===== src/rtl/fixed_mac_accum_if.sv =====
// fixed_mac_accum_if
// Purpose : groups the operand-input and result-output handshakes of
//           fixed_mac_accum into one bundle.
// Signals :
//   in_valid / in_ready   - operand pair handshake (a, b, signed Q5.26)
//   out_valid / out_ready - result handshake (q, signed Q5.26; ovf sticky flag)
// Modports:
//   master - the producer/consumer side (drives operands and out_ready)
//   slave  - the MAC block itself
interface fixed_mac_accum_if;
  logic        in_valid;
  logic        in_ready;
  logic [31:0] a;
  logic [31:0] b;
  logic        out_valid;
  logic        out_ready;
  logic [31:0] q;
  logic        ovf;

  modport master (
    output in_valid, a, b, out_ready,
    input  in_ready, out_valid, q, ovf
  );

  modport slave (
    input  in_valid, a, b, out_ready,
    output in_ready, out_valid, q, ovf
  );
endinterface


===== src/rtl/fixed_mac_accum.sv =====
// fixed_mac_accum
// Purpose : sequential fixed-point multiply-accumulate. Accepts N signed
//           Q5.26 operand pairs, forms each product with sign-magnitude
//           multiplication and truncation to bits [FRAC_BITS+31:FRAC_BITS],
//           sums them into a 32-bit accumulator and presents the result on
//           a valid/ready output.
// Ports   :
//   clk   - rising-edge clock
//   reset - asynchronous, active-high reset; aborts any vector in flight
//   bus   - fixed_mac_accum_if.slave (in_valid/in_ready/a/b,
//           out_valid/out_ready/q/ovf)
// Parameters:
//   N         - products per dot product (2..65535)
//   FRAC_BITS - fractional bits of the Q format
// Build option:
//   MAC_SATURATE_EN - when defined, an overflowing add clamps the
//                     accumulator to the signed 32-bit limits instead of
//                     wrapping. ovf is set in either case.
module fixed_mac_accum #(
  parameter int N         = 16,
  parameter int FRAC_BITS = 26
) (
  input logic          clk,
  input logic          reset,
  fixed_mac_accum_if.slave bus
);

  localparam int CW = $clog2(N);

  // IDLE only exists so that in_ready stays low for the remainder of the
  // cycle in which reset is released; it always advances to ACCUM.
  localparam logic [1:0] IDLE  = 2'd0;
  localparam logic [1:0] ACCUM = 2'd1;
  localparam logic [1:0] DRAIN = 2'd2;
  localparam logic [1:0] DONE  = 2'd3;

  logic [1:0]    state;
  logic [CW-1:0] cnt;
  logic [31:0]   prod_r;
  logic          prod_v;
  logic [31:0]   acc;
  logic          ovf_reg;

  logic [31:0]   mag_a;
  logic [31:0]   mag_b;
  logic [63:0]   prod_full;
  logic [31:0]   prod_slice;
  logic [31:0]   prod_next;
  logic          accept;
  logic          handshake;
  logic [31:0]   sum;
  logic          add_ovf;
  logic [31:0]   acc_add;

  // Product path: 0x80000000 maps to magnitude 2^31, which still fits the
  // 32-bit unsigned magnitude.
  always_comb begin
    mag_a      = bus.a[31] ? ~(bus.a - 32'd1) : bus.a;
    mag_b      = bus.b[31] ? ~(bus.b - 32'd1) : bus.b;
    prod_full  = {32'd0, mag_a} * {32'd0, mag_b};
    prod_slice = 32'(prod_full >> FRAC_BITS);
    prod_next  = (bus.a[31] ^ bus.b[31]) ? (~prod_slice + 32'd1) : prod_slice;
  end

  always_comb begin
    sum     = acc + prod_r;
    add_ovf = (acc[31] == prod_r[31]) && (sum[31] != acc[31]);
`ifdef MAC_SATURATE_EN
    // Operands share a sign on overflow, so acc[31] gives the direction.
    acc_add = add_ovf ? (acc[31] ? 32'h8000_0000 : 32'h7FFF_FFFF) : sum;
`else
    acc_add = sum;
`endif
  end

  assign accept    = bus.in_valid && (state == ACCUM);
  assign handshake = bus.out_ready && (state == DONE);

  always_ff @(posedge clk or posedge reset) begin
    if (reset) begin
      state   <= IDLE;
      cnt     <= '0;
      prod_r  <= '0;
      prod_v  <= 1'b0;
      acc     <= '0;
      ovf_reg <= 1'b0;
    end else begin
      prod_v <= accept;
      if (accept) begin
        prod_r <= prod_next;
      end

      // prod_v is always low in DONE, so these two branches never collide.
      if (handshake) begin
        acc     <= '0;
        ovf_reg <= 1'b0;
      end else if (prod_v) begin
        acc <= acc_add;
        if (add_ovf) begin
          ovf_reg <= 1'b1;
        end
      end

      case (state)
        IDLE: state <= ACCUM;
        ACCUM: begin
          if (accept) begin
            if (cnt == CW'(N - 1)) begin
              state <= DRAIN;
            end else begin
              cnt <= cnt + 1'b1;
            end
          end
        end
        DRAIN: state <= DONE;
        DONE: begin
          if (bus.out_ready) begin
            state <= ACCUM;
            cnt   <= '0;
          end
        end
        default: state <= IDLE;
      endcase
    end
  end

  assign bus.in_ready  = (state == ACCUM);
  assign bus.out_valid = (state == DONE);
  assign bus.q         = acc;
  assign bus.ovf       = ovf_reg;

endmodule


===== src/flat_wrapper.sv =====
// flat-port wrapper written by rule: the top's interface ports become plain ports
module fixed_mac_accum_flat 
#(
  parameter int N         = 16,
  parameter int FRAC_BITS = 26
)
  (clk, reset, bus_in_valid, bus_a, bus_b, bus_out_ready, bus_in_ready, bus_out_valid, bus_q, bus_ovf);
  fixed_mac_accum_if bus_i ();
  input logic clk;
  input logic reset;
  input wire logic [$bits(bus_i.in_valid)-1:0] bus_in_valid;
  input wire logic [$bits(bus_i.a)-1:0] bus_a;
  input wire logic [$bits(bus_i.b)-1:0] bus_b;
  input wire logic [$bits(bus_i.out_ready)-1:0] bus_out_ready;
  output wire logic [$bits(bus_i.in_ready)-1:0] bus_in_ready;
  output wire logic [$bits(bus_i.out_valid)-1:0] bus_out_valid;
  output wire logic [$bits(bus_i.q)-1:0] bus_q;
  output wire logic [$bits(bus_i.ovf)-1:0] bus_ovf;
  assign bus_i.in_valid = bus_in_valid;
  assign bus_i.a = bus_a;
  assign bus_i.b = bus_b;
  assign bus_i.out_ready = bus_out_ready;
  assign bus_in_ready = bus_i.in_ready;
  assign bus_out_valid = bus_i.out_valid;
  assign bus_q = bus_i.q;
  assign bus_ovf = bus_i.ovf;
  fixed_mac_accum #(.N(N), .FRAC_BITS(FRAC_BITS)) u_core (.clk(clk), .reset(reset), .bus(bus_i));
endmodule

===== config.mk =====
export PLATFORM = sky130hd
export DESIGN_NAME = fixed_mac_accum_flat
export DESIGN_NICKNAME = d
export VERILOG_FILES = /design/src/rtl/fixed_mac_accum_if.sv /design/src/rtl/fixed_mac_accum.sv /design/src/flat_wrapper.sv
export SDC_FILE = /design/constraint.sdc
export NUM_CORES = 2
export LEC_CHECK = 0
export BUFFER_PORTS_ARGS = -buffer_cell sky130_fd_sc_hd__buf_2
export CORE_AREA = 2 2 300 302
export CTS_CLUSTER_DIAMETER = 100
export DETAILED_ROUTE_END_ITERATION = 10
export DIE_AREA = 0 0 302 304
export PLACE_DENSITY = 0.66
export SYNTH_ARGS = -nofsm -noshare
export SYNTH_HDL_FRONTEND = slang
export SYNTH_SLANG_ARGS = --single-unit

===== constraint.sdc =====
create_clock -name clk -period 8.45 [get_ports clk]
set_clock_uncertainty 0.1 [all_clocks]
set_input_delay 0.4225 -clock clk [delete_from_list [all_inputs] [get_ports clk]]
set_output_delay 0.4225 -clock clk [all_outputs]
set_load 0.05 [all_outputs]

-- Yosys cells after proc, flatten, opt, wreduce, memory -nomap -nowiden
Index checks and enable logic that the tools add are counted.
- add/subtract/negate cells: 5
- multiply operators: 1
- divide/modulo/power cells: 0
- order comparisons: 0
- equal/unequal tests: 10
- shifts and indexed selects: 0
- muxes and demuxes: 16
- bitwise logic cells: 4
- reductions and logical operators: 10
- operators with widths (kind ; count):
    32-bit two-way mux ; 5
    32-bit inverter ; 3
    32-bit by 1-bit subtractor with 32-bit output (second input constant) ; 2
    32-bit by 32-bit multiplier with 58-bit output ; 1
    32-bit by 1-bit adder with 32-bit output (second input constant) ; 1
    32-bit adder ; 1
    4-bit two-way mux ; 3
    2-bit one-hot mux with 4 select lines ; 1
    4-bit one-hot mux with 2 select lines ; 1
    2-bit two-way mux ; 3
    2-bit nonzero test ; 3
    4-bit by 1-bit adder with 4-bit output (second input constant) ; 1
    2-bit equality test (second input constant) ; 2
    4-bit equality test (second input constant) ; 1
    2-bit by 1-bit != test with 1-bit output (second input constant) ; 2
    2-bit != test (second input constant) ; 2
    4-bit AND reduction ; 1
    1-bit logical AND ; 3
    1-bit two-way mux ; 3
    3-bit AND reduction ; 1
    2-bit by 1-bit equality test with 1-bit output (second input constant) ; 1
    2-bit zero test ; 1
    2-bit AND reduction ; 1
    1-bit equality test ; 1
    other kinds (2) ; 2
- flip-flop bits (word level): 72
- latch bits: 0
- memory bits (writable): 0
- memory bits (read-only): 0
- bits of input ports: 68
- output and inout bits: 35
- logic and storage cells: 52
- memories: 0

-- Logic depth before layout (Yosys ltp)
- depth in word-level cells: 7
- depth in mapped cells: 41
- mapped depth without buffers: 36

-- Worst setup path after synthesis
OpenSTA, ideal clock, no wires.
- kind: input -> register
- start: input bus_b[0]
- end: register u_core.prod_r[31]
- setup time: 0.130 ns
- arrival time: 10.771 ns
- data required time: 8.220 ns
- slack: -2.551 ns
- stages: 34
- buffers on the path: 4
- path through: clkbuf_1 inv_1 clkbuf_1 ha_1 nand4_1 or3_1 or4_1 o41a_1 xnor2_1 clkbuf_1 nor2_1 fa_1 inv_1 fa_1 inv_1 fa_1 fa_1 fa_1 fa_1 fa_1 fa_1 ha_1 clkbuf_1 a21o_1 a21oi_1 nor4b_1 a2111o_1 a211oi_1 o31ai_1 mux2_2 or4b_4 o41ai_2 xnor2_1 o21ai_1
- longest elaborated chain between the ends: 7
- RTL lines (what ; RTL line ; RTL):
    start: declaration ; flat_wrapper.sv:13 ; input wire logic [$bits(bus_i.b)-1:0] bus_b;
    32-bit by 1-bit subtractor with 32-bit output ; fixed_mac_accum.sv:59 ; mag_b = bus.b[31] ? ~(bus.b - 32'd1) : bus.b;
    32-bit inverter ; fixed_mac_accum.sv:59 ;
    32-bit two-way mux (*) ; fixed_mac_accum.sv:59 ;
    32-bit by 32-bit multiplier with 58-bit output (*) ; fixed_mac_accum.sv:60 ; prod_full = {32'd0, mag_a} * {32'd0, mag_b};
    32-bit inverter ; fixed_mac_accum.sv:62 ; prod_next = (bus.a[31] ^ bus.b[31]) ? (~prod_slice + 32'd1) : prod_slice;
    32-bit by 1-bit adder with 32-bit output ; fixed_mac_accum.sv:62 ;
    32-bit two-way mux (*) ; fixed_mac_accum.sv:62 ;
    end signal: assignment ; fixed_mac_accum.sv:90 ; prod_r <= prod_next;
    end: declaration ; fixed_mac_accum.sv:39 ; logic [31:0] prod_r;
Mark *: on every way between the ends. The rest lies on a longest branch, timed or not.
A chain may end at the register's enable or synchronous reset.

-- Worst setup path in the final report
- start: input bus_b[5]
- end: register u_core.prod_r[31]
The elaborated chain is that of the path after synthesis.

==> results.json <==
{
  "grt_use_met1_pct": 34.51,
  "dr_total_vias": 31860,
  "grt_pass1_vias": 32870,
  "slowest_delay_ns": 0.60,
  "final_cell_mix": "877 x inv_1, 865 x fa_1, 676 x buf_4, 606 x nand2_1, 548 x nor2_1",
  "rows": 110,
  "initial_core_util_pct": 41.33,
  "cp_max_fo": 5,
  "drc": 0,
  "grt_usage_pct": 26.64,
  "drt_iter0_drc": 2598,
  "dr.pass1.iters": 6,
  "grt_antenna_before_repair": 0,
  "worstMarginPinSlew_ns": 1.254,
  "clk_path_buf_depth": 2,
  "async_flop_share_pct": 100.0,
  "ctsRootBufferMaster": "clkbuf_16",
  "cap_violations": 0,
  "top_usage_layer": "met2",
  "synthesis.nets": 5448,
  "violations": "negative setup slack",
  "final_common_cell": "inv_1",
  "synth-seq-cells": 72,
  "crit_path_end_kind": "flip-flop",
  "rsz0062_at_grt": "true",
  "cts_tree": "done",
  "grt_start_max_net_pins": 73,
  "synth_cell_types": 78,
  "start_kind": "input pin",
  "area_growth_pct": 25.71,
  "dieArea_um2": 91810,
  "synth-seq-area-share_pct": 4.895,
  "io_pins": 103,
  "arrival_ns": 10.42,
  "die_h_um": 304,
  "grt_first_pass_wirelength_um": 186500,
  "htreeDepth": 3,
  "avgSynthCellArea_um2": 8.681,
  "status": "finished, violations left",
  "gp_congestion": 1.003,
  "hold_viol_final": 0,
  "overflow": 0,
  "tns_ns": -42.56,
  "worstHoldPathType": "input pin to async pin",
  "worst_slack_ns": -1.901,
  "crit_path_frequent_cell": "fa_1",
  "coreArea_um2": 89050,
  "slew_violations": 0,
  "syn_area_um2": 36810,
  "yosys_warnings": 0,
  "drt_wl_total_um": 121600,
  "num-fill-cells": 8129,
  "met2_usage_pct": 43.24,
  "setup_viol": 31,
  "synth_edf_count": 0,
  "drive_gt1_share_pct": 22.78,
  "path_clk_slew_ns": 0.05,
  "finalNetCount": 6121,
  "min_period_over_period_pct": 122.5,
  "clock_latency_ns": 0.33,
  "cts_made_buffers": 9,
  "port-buffer-count": 102,
  "cts.sinks": 72,
  "max_freq_ghz": 0.09661,
  "syn_inst": 4240,
  "period_minus_slack_ns": 10.35,
  "crit_slowest_cell": "fa_1",
  "grt.met3_usage_pct": 4.855,
  "wl_per_cell_um": 19.97,
  "ant_nets": 0,
  "crit_type": "input pin to flip-flop",
  "antennaDiodeCount": 0,
  "slew_headroom_pct": 15.80,
  "cp.required_ns": 8.52,
  "die_x_um": 302,
  "ys.flop_type": "dfrtp_1",
  "dp_hpwl_um": 105600,
  "viasPerCell": 5.229
}
## path summary, 6_finish.rpt
| path | from | end | slack [ns] | depth (start not counted) |
|---|---|---|---|---|
| worst max-delay path | bus_b[5] | u_core.prod_r[31] | -1.90 | 35 |
| worst min-delay path | reset | u_core.bus.q[3] | 0.28 | 3 |
| max in group asynchronous | reset | u_core.prod_r[25] | 7.38 | 3 |
| worst max register to register | u_core.bus.q[0] | u_core.bus.q[30] | 4.30 | 16 |
| worst min register to register | u_core.prod_r[15] | u_core.prod_r[15] | 0.39 | 2 |
| min in group clk | bus_out_ready | u_core.bus.q[28] | 0.37 | 4 |
## cell type report
type,count,area [µm²],area share [%]
Multi-Input combinational cell,3088,32680,70.62
Tap cell,1176,1471,3.180
Inverter,890,3346,7.231
Sequential cell,72,1802,3.894
Clock buffer,15,267.8,0.5787
Timing Repair Buffer,852,6705,14.49
## cell usage after synthesis (all sizes together) (4+ instances only)
library cell	count	area [µm²]
and3	12	75.07
or3	11	68.82
nand2	618	2320
o41ai	15	146.4
clkbuf	184	690.7
nand4	13	81.33
xor2	92	805.8
o21a	9	67.56
and2	15	93.84
nor2	565	2121
a31oi	9	56.30
a21o	39	292.8
xnor2	123	1077
a21oi	88	440.4
nor2b	6	37.54
o211ai	7	52.55
fa	883	17680
and4	4	35.03
buf	6	31.27
nand3	28	140.1
o31ai	20	150.1
nand3b	4	30.03
or4	10	75.07
inv	890	3341
o31a	8	70.07
nor3	19	95.09
a21boi	4	30.03
a31o	6	52.55
a211o	4	35.03
ha	257	3216
mux2i	28	292.8
nor4	8	65.06
a211oi	9	67.56
dfrtp	72	1802
nand2b	14	87.58
o21ai	98	494.2
o21bai	11	82.58
## kinds of logic (layout without fill, tap and decap cells)
kind of cell | Yosys count | after routing | share of synthesized area [%]
DFF | 72 | 72 | 4.895
buffers and inverters | 1080 | 1757 | 11.04
AOI/OAI and AO/OA | 360 | 360 | 6.445
adders and majority gates | 1140 | 1140 | 56.76
muxes | 30 | 30 | 0.8566
xor gates and xnor gates | 216 | 216 | 5.177
and+or+nand+nor | 1342 | 1342 | 14.82
## worst max-delay path, delay by kind of cell
family	cells	cell delay, ns
fa+ha+maj	9	4.30
xor+xnor	2	0.38
buf+inv	7	0.79
simple gates	8	2.24
compound gates	9	2.27
## through the flow
step / worst slack (ns) / cell area, µm² / hold slack (ns) / instances / utilization (%)
after global routing: -2.111 / 46270 / 0.3692 / 6093 / 51.96
after CTS: -1.865 / 45410 / 0.3141 / 6070 / 51.00
after global placement: -2.324 / 44220 / 0.3711 / 6014 / 49.66
after detailed placement: -2.459 / 44220 / 0.3806 / 6014 / 49.66
final: -1.901 / 46270 / 0.2789 / 6093 / 51.96
after floorplan: -1.741 / 37500 / 0.3538 / 4240 / -
## routing by layer
metal | wire length [µm] | vias up
met5 | 0 | -
met4 | 7120 | 0
met3 | 10810 | 354
met2 | 57410 | 1425
met1 | 46310 | 16090
li1 | - | 14000
## timing repair
| action | in CTS | in global routing |
|---|---|---|
| pin swaps | 104 | 97 |
| setup endpoints to repair | 32 | 32 |
| gates resized for setup | 121 | 137 |
| setup buffers | 43 | 23 |
| hold buffers | 0 | 0 |
Power is left out: the tool's default activity adds up to more than one toggle a clock period on the data nets, which glitch-free logic cannot reach.
